==> src/rtl/spwm_carrier_sequencer.sv <==
// Triangular SPWM carrier sequencer: prescaled up-ramp 0..TOP then down-ramp
// TOP..0, repeated until a stop completes a period or an abort cuts it short.
module spwm_carrier_sequencer #(
  parameter int WIDTH = 15,
  parameter int TOP   = 15358,
  parameter int PRESC = 2
) (
  input  logic             clk,
  input  logic             rst_n,
  input  logic             start,
  input  logic             stop,
  input  logic             abort,
  output logic             busy,
  output logic             en_up,
  output logic             en_dn,
  output logic [WIDTH-1:0] carrier,
  output logic             step_tick,
  output logic             period_done
);

  typedef enum logic [1:0] {
    IDLE = 2'd0,
    UP   = 2'd1,
    DOWN = 2'd2
  } state_t;

  localparam int               PW       = (PRESC < 1) ? 1 : $clog2(PRESC + 1);
  localparam logic [PW-1:0]    PRE_LAST = PW'(PRESC);
  localparam logic [PW-1:0]    PRE_ONE  = PW'(1);
  localparam logic [WIDTH-1:0] TOP_M1   = WIDTH'(TOP - 1);
  localparam logic [WIDTH-1:0] C_ONE    = WIDTH'(1);

  state_t        state;
  logic [PW-1:0] pre_cnt;
  logic          stop_pending;
  logic          step_edge;

  assign step_edge = (pre_cnt == PRE_LAST);

  // Enables are decoded straight from the registered state.
  assign busy  = (state != IDLE);
  assign en_up = (state == UP);
  assign en_dn = (state == DOWN);

  // Phase FSM, prescaler, carrier count and strobes.
  always_ff @(posedge clk or negedge rst_n) begin
    if (!rst_n) begin
      state        <= IDLE;
      pre_cnt      <= '0;
      carrier      <= '0;
      stop_pending <= 1'b0;
      step_tick    <= 1'b0;
      period_done  <= 1'b0;
    end else begin
      case (state)
        IDLE: begin
          pre_cnt      <= '0;
          carrier      <= '0;
          stop_pending <= 1'b0;
          step_tick    <= 1'b0;
          period_done  <= 1'b0;
          if (start && !abort) begin
            state <= UP;
          end else begin
            state <= IDLE;
          end
        end

        UP, DOWN: begin
          if (abort) begin
            state        <= IDLE;
            pre_cnt      <= '0;
            carrier      <= '0;
            stop_pending <= 1'b0;
            step_tick    <= 1'b0;
            period_done  <= 1'b0;
          end else if (!step_edge) begin
            pre_cnt      <= pre_cnt + PRE_ONE;
            stop_pending <= stop_pending | stop;
            step_tick    <= 1'b0;
            period_done  <= 1'b0;
          end else begin
            pre_cnt   <= '0;
            step_tick <= 1'b1;
            if (state == UP) begin
              carrier      <= carrier + C_ONE;
              period_done  <= 1'b0;
              stop_pending <= stop_pending | stop;
              if (carrier == TOP_M1) begin
                state <= DOWN;
              end else begin
                state <= UP;
              end
            end else begin
              carrier <= carrier - C_ONE;
              if (carrier == C_ONE) begin
                // Period boundary: a pending or same-cycle stop ends the run here.
                period_done  <= 1'b1;
                stop_pending <= 1'b0;
                if (stop_pending || stop) begin
                  state <= IDLE;
                end else begin
                  state <= UP;
                end
              end else begin
                period_done  <= 1'b0;
                stop_pending <= stop_pending | stop;
                state        <= DOWN;
              end
            end
          end
        end

        default: begin
          state        <= IDLE;
          pre_cnt      <= '0;
          carrier      <= '0;
          stop_pending <= 1'b0;
          step_tick    <= 1'b0;
          period_done  <= 1'b0;
        end
      endcase
    end
  end

endmodule

==> config.mk <==
export PLATFORM = sky130hd
export DESIGN_NAME = spwm_carrier_sequencer
export DESIGN_NICKNAME = d
export VERILOG_FILES = /design/src/rtl/spwm_carrier_sequencer.sv
export SDC_FILE = /design/constraint.sdc
export NUM_CORES = 1
export LEC_CHECK = 0
export CAP_MARGIN = 20
export CORE_MARGIN = 5
export CORE_UTILIZATION = 48
export CTS_BUF_LIST = sky130_fd_sc_hd__clkbuf_16
export CTS_CLUSTER_SIZE = 20
export DETAILED_ROUTE_END_ITERATION = 12
export PLACE_DENSITY = 0.72
export REMOVE_ABC_BUFFERS = 1
export SLEW_MARGIN = 10
export SYNTH_ARGS = -nofsm -noshare
export SYNTH_HDL_FRONTEND = slang
export SYNTH_SLANG_ARGS = --single-unit
==> constraint.sdc <==
create_clock -name clk -period 2 [get_ports clk]
set_clock_uncertainty 0.1 [all_clocks]
set_input_delay 0.6 -clock clk [delete_from_list [all_inputs] [get_ports clk]]
set_output_delay 0.6 -clock clk [all_outputs]
set_load 0.05 [all_outputs]
## Yosys cells after proc, flatten, opt, wreduce, memory -nomap -nowiden

Index checks and enable logic that the tools add are counted.

- Register bits after elaboration: 22
- Output and inout bits: 20
- Word-level logic and storage cells: 50

- $add $sub $neg: 3
- Equal/unequal tests: 6
- Muxes and demuxes: 28
- Bitwise logic cells: 1
- Reduce and logical (&&, ||, !) cells: 6

Operator list:

| kind | number |
|---|---|
| 2-to-1 mux 15 bit | 4 |
| 2-to-1 mux 2 bit | 8 |
| adder 15 x 1 -> 15 bit (second input constant) | 1 |
| == test 15 x 1 -> 1 bit (second input constant) | 1 |
| == test 15 x 14 -> 1 bit (second input constant) | 1 |
| 2-to-1 mux 1 bit | 15 |
| subtractor 15 x 1 -> 15 bit (second input constant) | 1 |
| == test 2 bit (second input constant) | 2 |
| case mux 2 bit (2 select lines) | 1 |
| != test 3 bit (second input constant) | 1 |
| adder 2 x 1 -> 2 bit (second input constant) | 1 |
| == test 2 x 1 -> 1 bit (second input constant) | 1 |
| zero test 2 bit | 1 |
| nonzero test 2 bit | 1 |
| OR reduction 2 bit | 1 |
| logical AND 1 bit | 1 |
| zero test 1 bit | 1 |
| logical OR 1 bit | 1 |
| bitwise OR 1 bit | 1 |

## Logic depth before layout (Yosys ltp)

- Depth in word-level cells: 7
- Mapped depth: 7
- Gate-level depth less buffers: 6

## Worst setup path after synthesis

No wires, ideal clock.

- Path type: reg2reg
- Start: reg state[1]
- End: reg carrier[12]
- Setup time: 79 ps
- Data arrival time: 2057 ps
- Required time: 1821 ps
- Path slack: -237 ps
- Stages on the path, launching flop included: 8
- Path buffers: 1
- Cells stage by stage: dfrtp_1 inv_1 ha_1 buf_6 and3_1 nand4_2 o32ai_2 mux2i_1

- Word-level cells in the longest chain between the ends: 5

RTL lines:

| element | RTL line | text |
|---|---|---|
| from (decl) | 33 | `state_t state;` |
| from (signal assigned) | 48 | `state <= IDLE;` |
| from (signal assigned) | 63 | `state <= UP;` |
| from (signal assigned) | 65 | `state <= IDLE;` |
| == test 2 x 1 -> 1 bit (*) | - |  |
| via en_up | 14 | `output logic en_up,` |
| 2-to-1 mux 15 bit | 85 | `if (state == UP) begin` |
| 2-to-1 mux 15 bit | 77 | `end else if (!step_edge) begin` |
| 2-to-1 mux 15 bit | 70 | `if (abort) begin` |
| 2-to-1 mux 15 bit | 55 | `case (state)` |
| to (signal assigned) | 86 | `carrier <= carrier + C_ONE;` |
| to (signal assigned) | 95 | `carrier <= carrier - C_ONE;` |
| to (decl) | 16 | `output logic [WIDTH-1:0] carrier,` |

The timed path passes the listed nets; every way through them passes the cells marked *. The select of a mux whose other input is x is not followed.
A chain may end at the register's enable or synchronous reset.

## Worst setup path in the final report

- Start: reg state[1]
- End: out en_up

- Word-level cells in the longest chain between the ends: 1

RTL lines:

| element | RTL line | text |
|---|---|---|
| == test 2 x 1 -> 1 bit | 42 | `assign en_up = (state == UP);` |
| to (decl) | 14 |  |

Every way passes these cells.

==> results.txt <==
The run finished, with violations left. The final reports fail on setup timing. The worst slack at placement is -0.293 ns. Once layout is complete, the cells apart from fillers number 251. The worst setup path is launched from a register. The number of I/O port buffers is 24. Timing would allow up to 0.499 GHz. The setup path with the least slack is of type reg -> out. The total clock buffers created by CTS came out at 3.

Compared with the post-synthesis result, the final layout area differs by 41.8%. 25 I/O pins were placed. The first global-routing pass estimated 7030 um of wire.

The kind of end point of the critical path is a primary output. The tree built by TritonCTS fans out to 22 sinks. The final weighted congestion in routability-driven placement came out at 0.893.

The overall track demand over capacity in global routing is 20.2%. The clock slew at the register clock pins of the worst setup and hold paths is 0.06 ns. Across the VDD grid, the largest voltage drop is 0.253 mV. The deepest level of the CTS H-tree is 1. The startpoint identified for the worst register-to-register timing path is state[0]$_DFFE_PN0P_. Of all flip-flops after synthesis, the portion carrying an async set or reset was 100%.

Row generation in the floorplan step produced 21 rows. The routed wirelength normalized by instance count is 16.8 um. The initial standard-cell utilization of the core came out at 48.6%. The fraction of layout cells with a size suffix above 1 is 31.7%. The synthesized area came out at 0.00160 mm2.

After layout, the worst setup slack is -0.00360 ns. The die height came out at 67.7 um. For this block, the routed nets add up to 4210 um of wire. The flip-flop and latch count after synthesis is 22.

The total count of max-transition violations in the final report is 0. The tightest min-delay check is of the reg -> reg type. The floorplan step set the die width to 67.7 um. The remaining global-route overflow came out at 0. The buffer type at the clock tree root is clkbuf_16.

By area the synthesized netlist is led by dfrtp_1, ha_1, mux2i_1, buf_6, nor4_4. The remaining antenna violation count is 0. The area of the core came out at 0.00328 mm2. The total inserted antenna cells is 0.

The number of optimization iterations in the first detailed-route pass came out at 4. The cell taking the most area after synthesis is dfrtp_1. The most common cell after layout, fill and taps aside is buf_4. The via count of the first global-routing pass is 1463.

The total power divided by cell area came out at 449 mW/mm2. In this run the critical register-to-register path is captured at state[0]$_DFFE_PN0P_. The post-placement cell area came out at 0.00216 mm2. The largest net degree at the start of global routing came out at 23.

The total of max-cap violations came out at 0. Traced cell by cell, the critical path runs through inv_1 -> ha_2 -> buf_4 -> buf_12. The flop-to-flop setup slack is 0.05 ns.

The post-synthesis sequential area ratio is 34.5%. Summing internal, switching and leakage power gives 1.02 mW. The HPWL after detailed placement is 3130 um. The final setup violation count is 1.

Leaving out fill and tap cells, the most frequent cells in the layout are buf_4, dfrtp_1, buf_12, nor2_1, nand2_1. For this run, design rule violations remaining after detail routing come to 0. In the finished design, the share of the clock period the worst path needs comes to 100%. The post-synthesis cell count came out at 163. The transition time of the tightest slew-check pin came out at 0.453 ns. Setup repair after global routing could not meet its margin everywhere.

The die covers 0.00458 mm2. The number of distinct library cells after synthesis is 50. The accumulated negative setup slack came out at -0.00360 ns. The net total in the final layout is 218.

The average instance in the mapped netlist occupies 9.79 um2. The initial antenna violation count was 0. Among all flip-flop cells after synthesis, the most frequent one is dfrtp_1. The largest fanout on the critical path came out at 8. The required time of the critical path came out at 1.30 ns.

TritonCTS built the clock tree. The final design area excluding fillers came out at 0.00226 mm2. The end-of-flow core utilization is 69.0%. The critical path startpoint is state[1]$_DFFE_PN0P_. The number of hold-slack violations in the final timing report came out at 0. The via count came out at 1462.

The count of warnings emitted by yosys came out at 0. The count of routing violations after the opening detailed-route iteration is 111. The count of hold buffers inserted by post-cts repair is 0. The number of enable flip-flop cells after synthesis is 0. The length in cells of the worst reg-to-reg path came out at 7. The reported leakage power is 0.982 nW. The routed design could run at a clock period as short as 2.00 ns.

The number of instances in the placed design is 246. At the worst endpoint, the arrival time is 1.30 ns. The slowest stage of the critical path belongs to the cell dfrtp_1. The number of buffers on the longest clock path is 2. The largest single stage delay on the critical path is 0.37 ns. The worst pin sits at a relative slew slack of 69.8%. In this run the worst setup path terminates at en_up.

The insertion delay to the later sink of the worst-skew pair came out at 0.25 ns. The post-detailed-route via-to-cell ratio came out at 5.82. The smallest hold slack is 0.413 ns.

The share of the synthesized area in the top cell type came out at 34.5%.
## power by group
part,switching [mW],internal [mW],leakage (nW)
Clock,0.158,0.267,0.0385
Combinational,0.0762,0.0638,0.637
Sequential,0.00379,0.449,0.306
## worst max-delay path, delay by kind of cell, from the launching register on
kind	cells	cell delay, ns
buf+inv	3	0.38
flops	1	0.37
fa+ha+maj	1	0.30
## sequential cells by signal (all words and copies together), names as in the netlist
| name | cells |
|---|---|
| carrier | 15 |
| pre_cnt | 2 |
| state | 2 |
| period_done | 1 |
| step_tick | 1 |
| stop_pending | 1 |
## repair_timing
item	CTS	global route
buffers inserted	0	1
pin swaps	0	1
setup endpoints to repair	6	4
endpoints found under the hold margin	0	0
gates resized for setup	2	2
## kinds of logic (layout without fill, tap and decap cells)
family | count (synthesis) | in the layout | share of synthesized area (%)
AO/OA/AOI/OAI | 29 | 29 | 13.5
XOR/XNOR | 4 | 4 | 2.19
adder cells (fa/ha/maj) | 7 | 7 | 5.49
buffers and inverters | 18 | 60 | 7.29
flip-flops | 22 | 22 | 34.5
multiplexers | 6 | 6 | 3.76
AND/OR/NAND/NOR | 77 | 77 | 33.3
## synth_stat cells (5+ instances only)
master	instances
nor2_1	10
inv_1	7
nand2_1	10
nand2b_1	6
ha_1	7
nor3_1	6
mux2i_1	6
a21oi_1	7
nand4_1	5
o21ai_0	5
nand3_1	7
dfrtp_1	22
## area by class of cell
type | count | area (um2)
well taps | 46 | 57.6
clock inverters | 1 | 3.75
clock buffers | 3 | 75.1
fillers | 254 | 1020
inverters | 7 | 26.3
multi-input cells | 123 | 948
flip-flops and latches | 22 | 551
repair buffers | 49 | 603
## how the worst min path moves through the flow
stage | cells after the start | start | endpoint | slack (ns)
2_1_floorplan | 0 | rst_n | carrier[0]$_DFFE_PN0P_ | 0.20
3_3_place_gp | 1 | pre_cnt[0]$_DFF_PN0_ | pre_cnt[0]$_DFF_PN0_ | 0.37
3_5_place_dp | 1 | pre_cnt[1]$_DFF_PN0_ | pre_cnt[1]$_DFF_PN0_ | 0.40
4_1_cts | 1 | pre_cnt[0]$_DFF_PN0_ | pre_cnt[0]$_DFF_PN0_ | 0.41
5_1_grt | 1 | pre_cnt[0]$_DFF_PN0_ | pre_cnt[0]$_DFF_PN0_ | 0.42
6_report | 1 | pre_cnt[1]$_DFF_PN0_ | pre_cnt[1]$_DFF_PN0_ | 0.41
## routing by layer
metal	routed length [um]	GRT usage [%]	up-vias
li1	-	-	692
met1	1770	25.3	700
met2	2100	34.3	59
met3	248	3.33	11
met4	92	7.85	0
met5	0	0	-
No activity file was read; power rests on OpenSTA's default activity.
